### src/rtl/stereo_channel_sequencer.sv
// Stereo channel sequencer: holds a left/right sample pair on the mux inputs,
// walks the mux select left then right with a settle gap after each select
// change, and hands each channel downstream with valid/ready. A one-deep
// pending buffer absorbs a pair offered while the current pair is in flight.
module stereo_channel_sequencer #(
  parameter int WIDTH  = 18,
  parameter int SETTLE = 1
) (
  input  logic             clk,
  input  logic             rst_n,
  input  logic [WIDTH-1:0] left_in,
  input  logic [WIDTH-1:0] right_in,
  input  logic             pair_valid,
  output logic             pair_ready,
  output logic [WIDTH-1:0] a_out,
  output logic [WIDTH-1:0] b_out,
  output logic             sel,
  output logic             chan_valid,
  input  logic             chan_ready,
  output logic             busy,
  output logic             overflow
);

  typedef enum logic [2:0] {IDLE, SET_L, LEFT, SET_R, RIGHT} state_t;

  // Last count value of a settle gap; unused when SETTLE is zero.
  localparam logic [3:0] SETTLE_LAST = 4'(SETTLE == 0 ? 0 : SETTLE - 1);

  state_t           state;
  state_t           state_next;
  logic [3:0]       cnt;
  logic [3:0]       cnt_next;
  logic [WIDTH-1:0] pend_l;
  logic [WIDTH-1:0] pend_r;
  logic             pend_full;
  logic             pend_full_next;
  logic             pend_capture;
  logic             accept;
  logic             avail;
  logic             hs;
  logic             load;

  assign accept = pair_valid && pair_ready;
  assign avail  = pend_full || accept;
  assign hs     = chan_valid && chan_ready;

  // A pair arriving while nothing is being loaded (or while the pending
  // buffer is the load source) is parked in the pending buffer.
  assign pend_capture   = accept && (!load || pend_full);
  assign pend_full_next = load ? (pend_full && accept) : (pend_full || accept);

  // Next-state logic: select sequencing, settle counting and load decisions.
  always_comb begin
    state_next = state;
    cnt_next   = cnt;
    load       = 1'b0;
    case (state)
      IDLE: begin
        if (avail) begin
          load       = 1'b1;
          state_next = (SETTLE == 0) ? LEFT : SET_L;
          cnt_next   = 4'd0;
        end
      end
      SET_L: begin
        if (cnt == SETTLE_LAST) state_next = LEFT;
        else                    cnt_next   = cnt + 4'd1;
      end
      LEFT: begin
        if (hs) begin
          state_next = (SETTLE == 0) ? RIGHT : SET_R;
          cnt_next   = 4'd0;
        end
      end
      SET_R: begin
        if (cnt == SETTLE_LAST) state_next = RIGHT;
        else                    cnt_next   = cnt + 4'd1;
      end
      RIGHT: begin
        if (hs) begin
          if (avail) begin
            load       = 1'b1;
            state_next = (SETTLE == 0) ? LEFT : SET_L;
            cnt_next   = 4'd0;
          end else begin
            state_next = IDLE;
          end
        end
      end
      default: state_next = IDLE;
    endcase
  end

  // State register and registered status outputs decoded from the next state.
  always_ff @(posedge clk) begin
    if (!rst_n) begin
      state      <= IDLE;
      cnt        <= 4'd0;
      sel        <= 1'b0;
      chan_valid <= 1'b0;
      busy       <= 1'b0;
      pair_ready <= 1'b1;
      pend_full  <= 1'b0;
      overflow   <= 1'b0;
    end else begin
      state      <= state_next;
      cnt        <= cnt_next;
      sel        <= (state_next == SET_R) || (state_next == RIGHT);
      chan_valid <= (state_next == LEFT) || (state_next == RIGHT);
      busy       <= (state_next != IDLE);
      pair_ready <= !pend_full_next;
      pend_full  <= pend_full_next;
      if (pair_valid && !pair_ready) overflow <= 1'b1;
    end
  end

  // Sample holding registers: mux inputs change only on a load; the pending
  // buffer takes priority over the incoming pair as the load source.
  always_ff @(posedge clk) begin
    if (!rst_n) begin
      a_out  <= '0;
      b_out  <= '0;
      pend_l <= '0;
      pend_r <= '0;
    end else begin
      if (load) begin
        a_out <= pend_full ? pend_l : left_in;
        b_out <= pend_full ? pend_r : right_in;
      end
      if (pend_capture) begin
        pend_l <= left_in;
        pend_r <= right_in;
      end
    end
  end

endmodule

### config.mk
export PLATFORM = sky130hd
export DESIGN_NAME = stereo_channel_sequencer
export DESIGN_NICKNAME = d
export VERILOG_FILES = /design/src/rtl/stereo_channel_sequencer.sv
export SDC_FILE = /design/constraint.sdc
export NUM_CORES = 1
export LEC_CHECK = 0
export ABC_AREA = 0
export ABC_CLOCK_PERIOD_IN_PS = 1500
export CORE_UTILIZATION = 45
export DETAILED_ROUTE_END_ITERATION = 6
export PLACE_DENSITY_LB_ADDON = 0.1
export SYNTH_ARGS = -nofsm -noshare
export SYNTH_HDL_FRONTEND = slang
export SYNTH_SLANG_ARGS = --single-unit
### constraint.sdc
create_clock -name clk -period 1.5 [get_ports clk]
set_input_delay 0.225 -clock clk [delete_from_list [all_inputs] [get_ports clk]]
set_output_delay 0.225 -clock clk [all_outputs]
set_load 0.005 [all_outputs]
# Yosys cells after proc, flatten, opt, wreduce, memory -nomap -nowiden
# Cells that the tools add are included.
[word_totals] inputBits=40 elab_cells=59 register_bits=85
[op_classes] reduce_logical=18 mux=18 addsub=1 eq_ne=10
[op_table] operator="18-bit two-way mux" count=2
[op_table] operator="4-bit two-way mux" count=4
[op_table] operator="4-bit one-hot mux with 4 select lines" count=1
[op_table] operator="3-bit two-way mux" count=5
[op_table] operator="3-bit one-hot mux with 5 select lines" count=1
[op_table] operator="3-bit by 2-bit equality test with 1-bit output, second input constant" count=4
[op_table] operator="3-bit equality test, second input constant" count=2
[op_table] operator="2-bit != test, second input constant" count=3
[op_table] operator="1-bit logical AND" count=5
[op_table] operator="4-bit by 1-bit adder with 4-bit output, second input constant" count=1
[op_table] operator="4-bit zero test" count=1
[op_table] operator="1-bit logical OR" count=4
[op_table] operator="1-bit two-way mux" count=4
[op_table] operator="4-bit AND reduction" count=1
[op_table] operator="4-bit nonzero test" count=1
[op_table] operator="3-bit by 1-bit equality test with 1-bit output, second input constant" count=1
[op_table] operator="1-bit zero test" count=3
[op_table] operator="3-bit zero test" count=1
[op_table] operator="3-bit nonzero test" count=1
[op_table] operator="1-bit one-hot mux with 2 select lines" count=1
[op_table] operator="2-bit OR reduction" count=1

# Depth between registers and ports, before layout
# Gate-level depths: netlist (run 1).
[depth] depth_word=8 mapped_depth=6 depth_no_buf=6

# Worst setup path before layout (run 1)
# Ideal clock, no wire load.
[synth_path] kind="register to register" start="register cnt[0]" end="register cnt[1]" required_time_ps=1428 setup_slack_ps=-116 path_buffers=0 t_arrival_ps=1544 stages_incl_launch_ff=7 cell_sequence="dfxtp_1 inv_1 ha_1 or3b_2 a22oi_1 and2_4 mux2i_1"
[synth_between] elab_chain_len=3
[synth_lines] item="start: declaration" line="31" rtl="logic [3:0] cnt;"
[synth_lines] item="start signal: assignment" line="107" rtl="cnt <= cnt_next;"
[synth_lines] item="4-bit by 1-bit adder with 4-bit output / 4-bit zero test (equally long branches)"
[synth_lines] item="4-bit two-way mux / 2-bit != test (equally long branches)"
[synth_lines] item="4-bit one-hot mux with 4 select lines / 4-bit AND reduction (equally long branches)"
# Several ways; a longest one is shown, not always the timed one. The select of a mux whose other input is x is not followed.
# A chain may end at the register's enable or synchronous reset.

# Worst setup path in the final report (run 1)
[layout_path] start="input port chan_ready" end="register pend_r[12]"
[layout_between] elab_chain_len=6
[layout_lines] item="start: declaration" line="19" rtl="input logic chan_ready,"
[layout_lines] item="1-bit logical AND" line="45" rtl="assign hs = chan_valid && chan_ready;"
[layout_lines] item="1-bit two-way mux" line="80" rtl="if (hs) begin"
[layout_lines] item="1-bit one-hot mux with 2 select lines" line="57" rtl="case (state)"
[layout_lines] item="1-bit zero test" line="49" rtl="assign pend_capture = accept && (!load || pend_full);"
[layout_lines] item="1-bit logical OR" line="49"
[layout_lines] item="1-bit logical AND" line="49"
[layout_lines] item="end signal: assignment" line="132" rtl="pend_r <= right_in;"
[layout_lines] item="end: declaration" line="34" rtl="logic [WIDTH-1:0] pend_r;"
# No other way between the ends.

==> results of run 1 <==
==> power breakdown <==
part | switching, uW | total, uW | internal (uW)
clock | 804 | 1740 | 935
sequential | 263 | 2970 | 2710
combinational | 1290 | 3060 | 1770
total | 2360 | 7770 | 5410
==> synth_stat cells <==
cell and number:
sky130_fd_sc_hd__clkbuf_2 3, sky130_fd_sc_hd__nand4_1 1, sky130_fd_sc_hd__xor2_1 1, sky130_fd_sc_hd__or3b_2 1, sky130_fd_sc_hd__a21oi_1 5, sky130_fd_sc_hd__nor2_1 3, sky130_fd_sc_hd__buf_6 4, sky130_fd_sc_hd__inv_1 5
sky130_fd_sc_hd__nand2_1 82, sky130_fd_sc_hd__mux2i_1 37, sky130_fd_sc_hd__buf_1 1, sky130_fd_sc_hd__a21boi_1 1, sky130_fd_sc_hd__dfxtp_1 85, sky130_fd_sc_hd__a22oi_1 1, sky130_fd_sc_hd__and2_4 1, sky130_fd_sc_hd__buf_2 12
sky130_fd_sc_hd__or3_1 2, sky130_fd_sc_hd__o211a_1 36, sky130_fd_sc_hd__ha_1 2, sky130_fd_sc_hd__nand3_1 41, sky130_fd_sc_hd__o21ai_0 34, sky130_fd_sc_hd__and3_1 2, sky130_fd_sc_hd__a21boi_0 2, sky130_fd_sc_hd__o21ai_1 7
sky130_fd_sc_hd__or2_0 1, sky130_fd_sc_hd__clkbuf_1 13, sky130_fd_sc_hd__o21a_1 1, sky130_fd_sc_hd__and4b_1 1, sky130_fd_sc_hd__and2_1 1, sky130_fd_sc_hd__nand2b_1 1, sky130_fd_sc_hd__nor3_4 1, sky130_fd_sc_hd__nor2b_1 2
sky130_fd_sc_hd__o221a_2 1, sky130_fd_sc_hd__o311ai_4 1
==> what timing repair did <==
item,4_1_cts,5_1_grt
resized for setup,23,70
setup endpoints to repair,80,79
setup buffers,5,2
gates cloned,3,9
pin swaps,7,21
==> metal layers <==
layer  share of wire, %  routed length, um  vias up  GRT usage, %
li1                   -                  -     1572             -
met1                 45               4130     1503          25.6
met2                 49               4520       96          33.2
met3                5.4                500       10          5.95
met4               0.94                 87        0          4.37
met5                  0                  0        -             0
==> worst reg2reg max path: cells and delay by family (launching register included) <==
family                 cells  cell delay [ps]
AO/OA/AOI/OAI              1              220
buffers and inverters      1              130
flip-flops                 1              320
AND/OR/NAND/NOR            3              750
==> registers in the layout (all words and copies together) (netlist names) <==
register	count
b_out	18
chan_valid	1
a_out	18
pend_full	1
pend_r	18
busy	1
state	3
pair_ready	1
cnt	4
pend_l	18
sel	1
overflow	1
==> logic make-up (layout without fill, tap and decap cells) <==
kind of cell,Yosys count,count (layout),synth area share (%)
DFF,85,85,47.4
xor gates and xnor gates,1,1,0.244
and+or+nand+nor,140,140,17.5
AOI/OAI and AO/OA,89,89,18.5
adders and majority gates,2,2,0.696
buffers and inverters,38,139,5.33
muxes,37,37,10.3
==> area by class of cell <==
class	instances	area, um2	area share (%)
Sequential cell	85	1710	31.9
Clock buffer	10	128	2.38
Timing Repair Buffer	118	1370	25.6
Clock inverter	6	87.6	1.63
Inverter	5	18.8	0.350
Multi-Input combinational cell	269	1910	35.7
Tap cell	102	128	2.38
==> final timing paths <==
check	start	endpoint	slack [ps]
setup / recovery	chan_ready	pend_r[12]	-30
hold / removal	rst_n	a_out[12]	230
setup reg to reg	state[1]	cnt[2]	-20
hold reg to reg	pend_l[4]	pend_l[4]	460
==> cell usage in the layout, fill, tap and decap left out, types with 2 or more instances in the layout <==
cell / n
sky130_fd_sc_hd__a21boi_0: 2
sky130_fd_sc_hd__a21oi_1: 2
sky130_fd_sc_hd__a21oi_2: 2
sky130_fd_sc_hd__and3_1: 2
sky130_fd_sc_hd__buf_12: 8
sky130_fd_sc_hd__buf_16: 2
sky130_fd_sc_hd__buf_4: 15
sky130_fd_sc_hd__buf_6: 6
sky130_fd_sc_hd__bufinv_16: 2
sky130_fd_sc_hd__clkbuf_16: 7
sky130_fd_sc_hd__clkbuf_8: 9
sky130_fd_sc_hd__clkdlybuf4s50_1: 77
sky130_fd_sc_hd__clkinvlp_4: 3
sky130_fd_sc_hd__dfxtp_1: 77
sky130_fd_sc_hd__dfxtp_2: 8
sky130_fd_sc_hd__dlygate4sd2_1: 2
sky130_fd_sc_hd__inv_1: 3
sky130_fd_sc_hd__inv_2: 2
sky130_fd_sc_hd__mux2i_1: 37
sky130_fd_sc_hd__nand2_1: 81
sky130_fd_sc_hd__nand3_1: 12
sky130_fd_sc_hd__nand3_2: 29
sky130_fd_sc_hd__nor2_1: 3
sky130_fd_sc_hd__nor2b_1: 2
sky130_fd_sc_hd__o211a_1: 36
sky130_fd_sc_hd__o21ai_0: 7
sky130_fd_sc_hd__o21ai_1: 32
sky130_fd_sc_hd__o21ai_2: 2
==> per-stage QoR <==
stage	setup slack (ps)	utilization (%)	area [um2]
floorplan	-59.1	-	3610
global placement	-375	59.2	4570
detailed placement	-427	59.2	4570
CTS	-36.2	64.2	4960
global route	-96.5	69.4	5360
finish	-30.9	69.4	5360
==> flow_results.xml, run 1 <==
<?xml version="1.0" encoding="UTF-8"?>
<metrics>
  <group name="die">
    <metric name="coreArea" unit="mm2">0.00773</metric>
    <metric name="fp-row-count" unit="">32</metric>
    <metric name="dieWidth" unit="um">91.4</metric>
    <metric name="floorplan.die.height" unit="um">91.4</metric>
    <metric name="fp.dieArea" unit="mm2">0.00835</metric>
    <metric name="design.portCount" unit="">81</metric>
    <metric name="initial_core_util" unit="%">46.5</metric>
  </group>
  <group name="worst_setup_path">
    <metric name="rr_worst_depth" unit="">5</metric>
    <metric name="cpLargestDelayFamily" unit="">buffers and inverters</metric>
    <metric name="worst-path-stages" unit="">7</metric>
    <metric name="critical_path.endpoint_type" unit="">flip-flop</metric>
    <metric name="critPathArrivalTime" unit="ps">1810</metric>
    <metric name="startpoint_type" unit="">input port</metric>
    <metric name="cp.buffers_inverters" unit="">3</metric>
    <metric name="cpMaxStageDelayCell" unit="">sky130_fd_sc_hd__clkdlybuf4s50_1</metric>
    <metric name="critical_path_required" unit="ps">1780</metric>
    <metric name="cp_cell_sequence" unit="">clkdlybuf4s50_1 -&gt; a21boi_4 -&gt; o311ai_4 -&gt; buf_6 -&gt; clkbuf_16 -&gt; nand3_2 -&gt; o21ai_1</metric>
    <metric name="cpPeakStageDelay" unit="ps">540</metric>
    <metric name="timing.setup.critical_path_class" unit="">input port to flip-flop</metric>
    <metric name="critical_path.max_fanout" unit="">8</metric>
  </group>
  <group name="yosys">
    <metric name="post_synth_main_area_contributors" unit="">sky130_fd_sc_hd__dfxtp_1, sky130_fd_sc_hd__mux2i_1, sky130_fd_sc_hd__o211a_1</metric>
    <metric name="synth_top_cell_by_area" unit="">sky130_fd_sc_hd__dfxtp_1</metric>
    <metric name="yosys_register_bits" unit="">85</metric>
    <metric name="area_share_of_the_largest_cell_type_after_synthesis" unit="%">47.4</metric>
    <metric name="syn-num-nets" unit="">434</metric>
    <metric name="netlist_area" unit="mm2">0.00359</metric>
    <metric name="post_synth.cell_area_avg" unit="um2">9.17</metric>
    <metric name="yosysUniqueCellTypes" unit="">34</metric>
    <metric name="synth.yosys.warnings" unit="">0</metric>
    <metric name="yosysSeqAreaShare" unit="%">47.4</metric>
    <metric name="netlist_instances" unit="">392</metric>
  </group>
  <group name="final_layout">
    <metric name="areaGrowthSynthToFinish" unit="%">49.2</metric>
    <metric name="diode_count" unit="">0</metric>
    <metric name="proportion_of_layout_cells_with_a_drive_suffix_above_1" unit="%">22.1</metric>
    <metric name="layout.nets" unit="">530</metric>
    <metric name="final-instance-count-excl-fill" unit="">595</metric>
    <metric name="final.fill_count" unit="">585</metric>
  </group>
  <group name="min_path">
    <metric name="worst_hold_path_class" unit="">input port to flip-flop</metric>
    <metric name="hold_path_depth" unit="">2</metric>
  </group>
  <group name="power">
    <metric name="power.density" unit="mW/mm2">1450</metric>
    <metric name="vdd_drop_max" unit="uV">832</metric>
    <metric name="static_leak" unit="uW">0.00231</metric>
    <metric name="power" unit="uW">7770</metric>
  </group>
  <group name="route">
    <metric name="drtPass1Iterations" unit="">4</metric>
    <metric name="wirelength" unit="um">9240</metric>
    <metric name="antenna_left" unit="">0</metric>
    <metric name="wl_per_cell" unit="um">15.5</metric>
    <metric name="dr_total_vias" unit="">3181</metric>
    <metric name="drc_errors" unit="">0</metric>
    <metric name="drt_iter0_markers" unit="">102</metric>
    <metric name="vias_per_cell" unit="">5.35</metric>
  </group>
  <group name="clock_tree">
    <metric name="tritoncts_clock_tree" unit="">built</metric>
    <metric name="cts-buffers-inserted" unit="">9</metric>
    <metric name="postCtsHoldBufs" unit="">0</metric>
    <metric name="clkSlewWorstSetupHoldPaths" unit="ps">90</metric>
    <metric name="numClockSinks" unit="">85</metric>
    <metric name="root_buffer_selected_by_cts" unit="">sky130_fd_sc_hd__clkbuf_8</metric>
    <metric name="worst_skew_pair.late_latency" unit="ps">340</metric>
    <metric name="cts.path.max_buffers" unit="">2</metric>
    <metric name="cts_htree_levels" unit="">3</metric>
  </group>
  <group name="placed_design">
    <metric name="placed_cells" unit="">561</metric>
    <metric name="dp.final_hpwl" unit="um">4820</metric>
    <metric name="place.gp.congestion" unit="">0.760</metric>
    <metric name="io_buffers" unit="">80</metric>
  </group>
  <group name="sta">
    <metric name="final.setup.tns" unit="ps">-169</metric>
    <metric name="finalHoldViolations" unit="">0</metric>
    <metric name="final.period_utilization" unit="%">102</metric>
    <metric name="rsz0062_at_grt" unit="">yes</metric>
    <metric name="timing.max_slew.rel_slack" unit="%">76.4</metric>
    <metric name="final_slew_viol_count" unit="">0</metric>
    <metric name="fin_worst_hold_slack" unit="ps">233</metric>
    <metric name="final_period_minus_worst_setup_slack" unit="ps">1530</metric>
    <metric name="fmax" unit="MHz">653</metric>
    <metric name="worstMarginPinSlew" unit="ps">353</metric>
    <metric name="final.setup_skew" unit="ps">8.71</metric>
    <metric name="final_number_of_setup_violating_endpoints" unit="">12</metric>
    <metric name="fin_ws" unit="ps">-30.9</metric>
  </group>
  <group name="global_route">
    <metric name="first_global_vias" unit="">2893</metric>
    <metric name="grt_max_degree" unit="">51</metric>
    <metric name="tot_gr_track_use" unit="%">20.0</metric>
    <metric name="global_route_overflow" unit="">0</metric>
    <metric name="grt_first_pass_wirelength" unit="um">13400</metric>
    <metric name="number_of_antenna_violations_at_the_first_check_in_global_routing" unit="">0</metric>
  </group>
  <group name="run_status">
    <metric name="failing_checks" unit="">negative setup slack</metric>
    <metric name="status" unit="">complete, but fails checks</metric>
  </group>
  <group name="run">
    <metric name="max_cap_violations" unit="">0</metric>
  </group>
</metrics>
No activity file was read; power rests on OpenSTA's default activity.
==> run 2, diff against run 1 <==
- CORE_ASPECT_RATIO: unset -> 0.8
==> flow_results.xml, run 2 (same netlist as run 1, synthesis figures left out) <==
<?xml version="1.0" encoding="UTF-8"?>
<metrics>
  <group name="run_status">
    <metric name="status" unit="">complete, but fails checks</metric>
    <metric name="failing_checks" unit="">negative setup slack</metric>
  </group>
  <group name="route">
    <metric name="vias_per_cell" unit="">5.20</metric>
    <metric name="drt_iter0_markers" unit="">73</metric>
    <metric name="wirelength" unit="um">8610</metric>
    <metric name="drtPass1Iterations" unit="">4</metric>
    <metric name="dr_total_vias" unit="">3069</metric>
    <metric name="antenna_left" unit="">0</metric>
    <metric name="drc_errors" unit="">0</metric>
    <metric name="wl_per_cell" unit="um">14.6</metric>
  </group>
  <group name="worst_setup_path">
    <metric name="critical_path_required" unit="ps">1780</metric>
    <metric name="critical_path.max_fanout" unit="">4</metric>
    <metric name="critical_path.endpoint_type" unit="">flip-flop</metric>
    <metric name="critPathArrivalTime" unit="ps">1810</metric>
    <metric name="timing.setup.critical_path_class" unit="">flip-flop to flip-flop</metric>
    <metric name="timing.rr.start" unit="">cnt[0]</metric>
    <metric name="startpoint_type" unit="">flip-flop</metric>
    <metric name="r2r_end" unit="">chan_valid</metric>
    <metric name="rr_worst_depth" unit="">7</metric>
    <metric name="worst-r2r-setup-slack" unit="ps">-30</metric>
  </group>
  <group name="power">
    <metric name="switching_share" unit="%">28.9</metric>
    <metric name="power_frac_seq" unit="%">38.5</metric>
    <metric name="internal_power" unit="uW">5450</metric>
    <metric name="net-switching-power" unit="uW">2220</metric>
    <metric name="clockPowerShare" unit="%">27.2</metric>
    <metric name="power.density" unit="mW/mm2">1490</metric>
    <metric name="static_leak" unit="uW">0.00227</metric>
    <metric name="power" unit="uW">7670</metric>
    <metric name="vdd_drop_max" unit="uV">685</metric>
    <metric name="share_comb_of_total_power" unit="%">34.3</metric>
  </group>
  <group name="min_path">
    <metric name="worst_hold_path_class" unit="">input port to flip-flop</metric>
    <metric name="min_delay_worst_endpoint" unit="">a_out[10]</metric>
    <metric name="hold_path_depth" unit="">2</metric>
    <metric name="hold_path.startpoint" unit="">rst_n</metric>
  </group>
  <group name="placed_design">
    <metric name="placed_cells" unit="">565</metric>
    <metric name="io_buffers" unit="">80</metric>
    <metric name="dpl_worst_slack" unit="ps">-435</metric>
    <metric name="dp.final_hpwl" unit="um">4930</metric>
    <metric name="place.gp.congestion" unit="">0.759</metric>
  </group>
  <group name="clock_tree">
    <metric name="clkSlewWorstSetupHoldPaths" unit="ps">90</metric>
    <metric name="cts_htree_levels" unit="">3</metric>
    <metric name="tritoncts_clock_tree" unit="">built</metric>
    <metric name="cts.path.max_buffers" unit="">2</metric>
    <metric name="numClockSinks" unit="">85</metric>
    <metric name="cts-buffers-inserted" unit="">9</metric>
    <metric name="worst_skew_pair.late_latency" unit="ps">350</metric>
    <metric name="postCtsHoldBufs" unit="">0</metric>
    <metric name="root_buffer_selected_by_cts" unit="">sky130_fd_sc_hd__clkbuf_8</metric>
  </group>
  <group name="die">
    <metric name="fp-row-count" unit="">28</metric>
    <metric name="dieWidth" unit="um">102</metric>
    <metric name="fp.dieArea" unit="mm2">0.00835</metric>
    <metric name="design.portCount" unit="">81</metric>
    <metric name="floorplan.die.height" unit="um">81.9</metric>
    <metric name="coreArea" unit="mm2">0.00757</metric>
    <metric name="initial_core_util" unit="%">47.5</metric>
  </group>
  <group name="global_route">
    <metric name="grt_first_pass_wirelength" unit="um">12300</metric>
    <metric name="first_global_vias" unit="">2604</metric>
    <metric name="grt_max_degree" unit="">60</metric>
    <metric name="global_route_overflow" unit="">0</metric>
    <metric name="number_of_antenna_violations_at_the_first_check_in_global_routing" unit="">0</metric>
    <metric name="tot_gr_track_use" unit="%">19.1</metric>
  </group>
  <group name="final_layout">
    <metric name="proportion_of_layout_cells_with_a_drive_suffix_above_1" unit="%">17.1</metric>
    <metric name="mostFrequentLayoutCells" unit="">sky130_fd_sc_hd__nand2_1, sky130_fd_sc_hd__dfxtp_1, sky130_fd_sc_hd__clkdlybuf4s50_1, sky130_fd_sc_hd__mux2i_1, sky130_fd_sc_hd__o211a_1</metric>
    <metric name="final-instance-count-excl-fill" unit="">590</metric>
    <metric name="layout_commonest_cell" unit="">sky130_fd_sc_hd__nand2_1</metric>
    <metric name="final_util" unit="%">67.9</metric>
    <metric name="areaGrowthSynthToFinish" unit="%">42.9</metric>
    <metric name="diode_count" unit="">0</metric>
    <metric name="layout.nets" unit="">523</metric>
  </group>
  <group name="run">
    <metric name="max_cap_violations" unit="">0</metric>
  </group>
  <group name="sta">
    <metric name="rsz0062_at_grt" unit="">yes</metric>
    <metric name="fmax" unit="MHz">653</metric>
    <metric name="worstMarginPinSlew" unit="ps">404</metric>
    <metric name="timing.max_slew.rel_slack" unit="%">72.8</metric>
    <metric name="fin_worst_hold_slack" unit="ps">223</metric>
    <metric name="final.period_utilization" unit="%">102</metric>
    <metric name="final_period_minus_worst_setup_slack" unit="ps">1530</metric>
    <metric name="final_slew_viol_count" unit="">0</metric>
    <metric name="fin_ws" unit="ps">-31.8</metric>
    <metric name="finalHoldViolations" unit="">0</metric>
    <metric name="final.setup_skew" unit="ps">6.45</metric>
    <metric name="final_number_of_setup_violating_endpoints" unit="">7</metric>
  </group>
</metrics>
run 2: cell count changes in the layout (fill, tap and decap cells not counted), sizes merged:
cell / before / now
dlymetal6s2s: 0 / 2
buf: 32 / 28
bufinv: 2 / 4
clkinvlp: 3 / 1
clkbuf: 17 / 13
clkdlybuf4s50: 77 / 75
run 2: stage by stage:
step | instance area, um2 | setup TNS [ps]
6_report | 5140 | -93.4
5_1_grt | 5140 | -1280
2_1_floorplan | 3610 | -1640
3_5_place_dp | 4600 | -27670
4_1_cts | 4910 | -759
3_3_place_gp | 4600 | -25680
run 2: worst max-delay path, cell delays in order, from the launching register on:
cell                      delay, ps
sky130_fd_sc_hd__dfxtp_2        330
sky130_fd_sc_hd__inv_2           70
sky130_fd_sc_hd__ha_4           120
sky130_fd_sc_hd__or3b_4         400
sky130_fd_sc_hd__a22oi_2        170
sky130_fd_sc_hd__buf_4          180
sky130_fd_sc_hd__nand3_4         70
sky130_fd_sc_hd__a21oi_2        120
run 2: final cells by class:
class	count	area, um2
clock buffer	9	124
clock inverter	6	136
timing repair buffer	111	1190
inverter	5	18.8
sequential	85	1710
fill	627	2430
tap	105	131
multi-input combinational	269	1820
run 2: how the worst max path moves through the flow:
| stage | from | to | slack (ps) | cells past startpoint |
|---|---|---|---|---|
| after floorplan | state[1] | pend_l[0] | -60 | 5 |
| after global placement | chan_ready | pend_full | -420 | 6 |
| after detailed placement | chan_ready | pend_full | -430 | 6 |
| after CTS | state[1] | pend_r[8] | -70 | 6 |
| after global routing | cnt[0] | chan_valid | -100 | 7 |
| final | cnt[0] | chan_valid | -30 | 7 |
run 2: layer usage:
| metal | global-route usage, % | wire length, um | up-vias | part of all wire (%) |
|---|---|---|---|---|
| met3 | 6.55 | 417 | 9 | 4.8 |
| met5 | 0 | 0 | - | 0 |
| li1 | - | - | 1550 | - |
| met4 | 5.14 | 72 | 0 | 0.84 |
| met2 | 29.5 | 4000 | 61 | 46 |
| met1 | 25.5 | 4120 | 1449 | 48 |
run 2: repair_timing:
item | CTS | global route
pin swaps | 5 | 10
endpoints found under the setup margin | 83 | 67
resized for setup | 18 | 36
cloned | 0 | 5
setup buffers | 2 | 3
run 2: power groups by stage:
stage	clock (uW)	combinational [uW]	sequential [uW]
after floorplan	0	1200	2980
after global placement	0	2200	2960
after detailed placement	0	2220	2980
after CTS	2140	2270	2940
after global routing	2230	2870	3000
final	2090	2630	2950
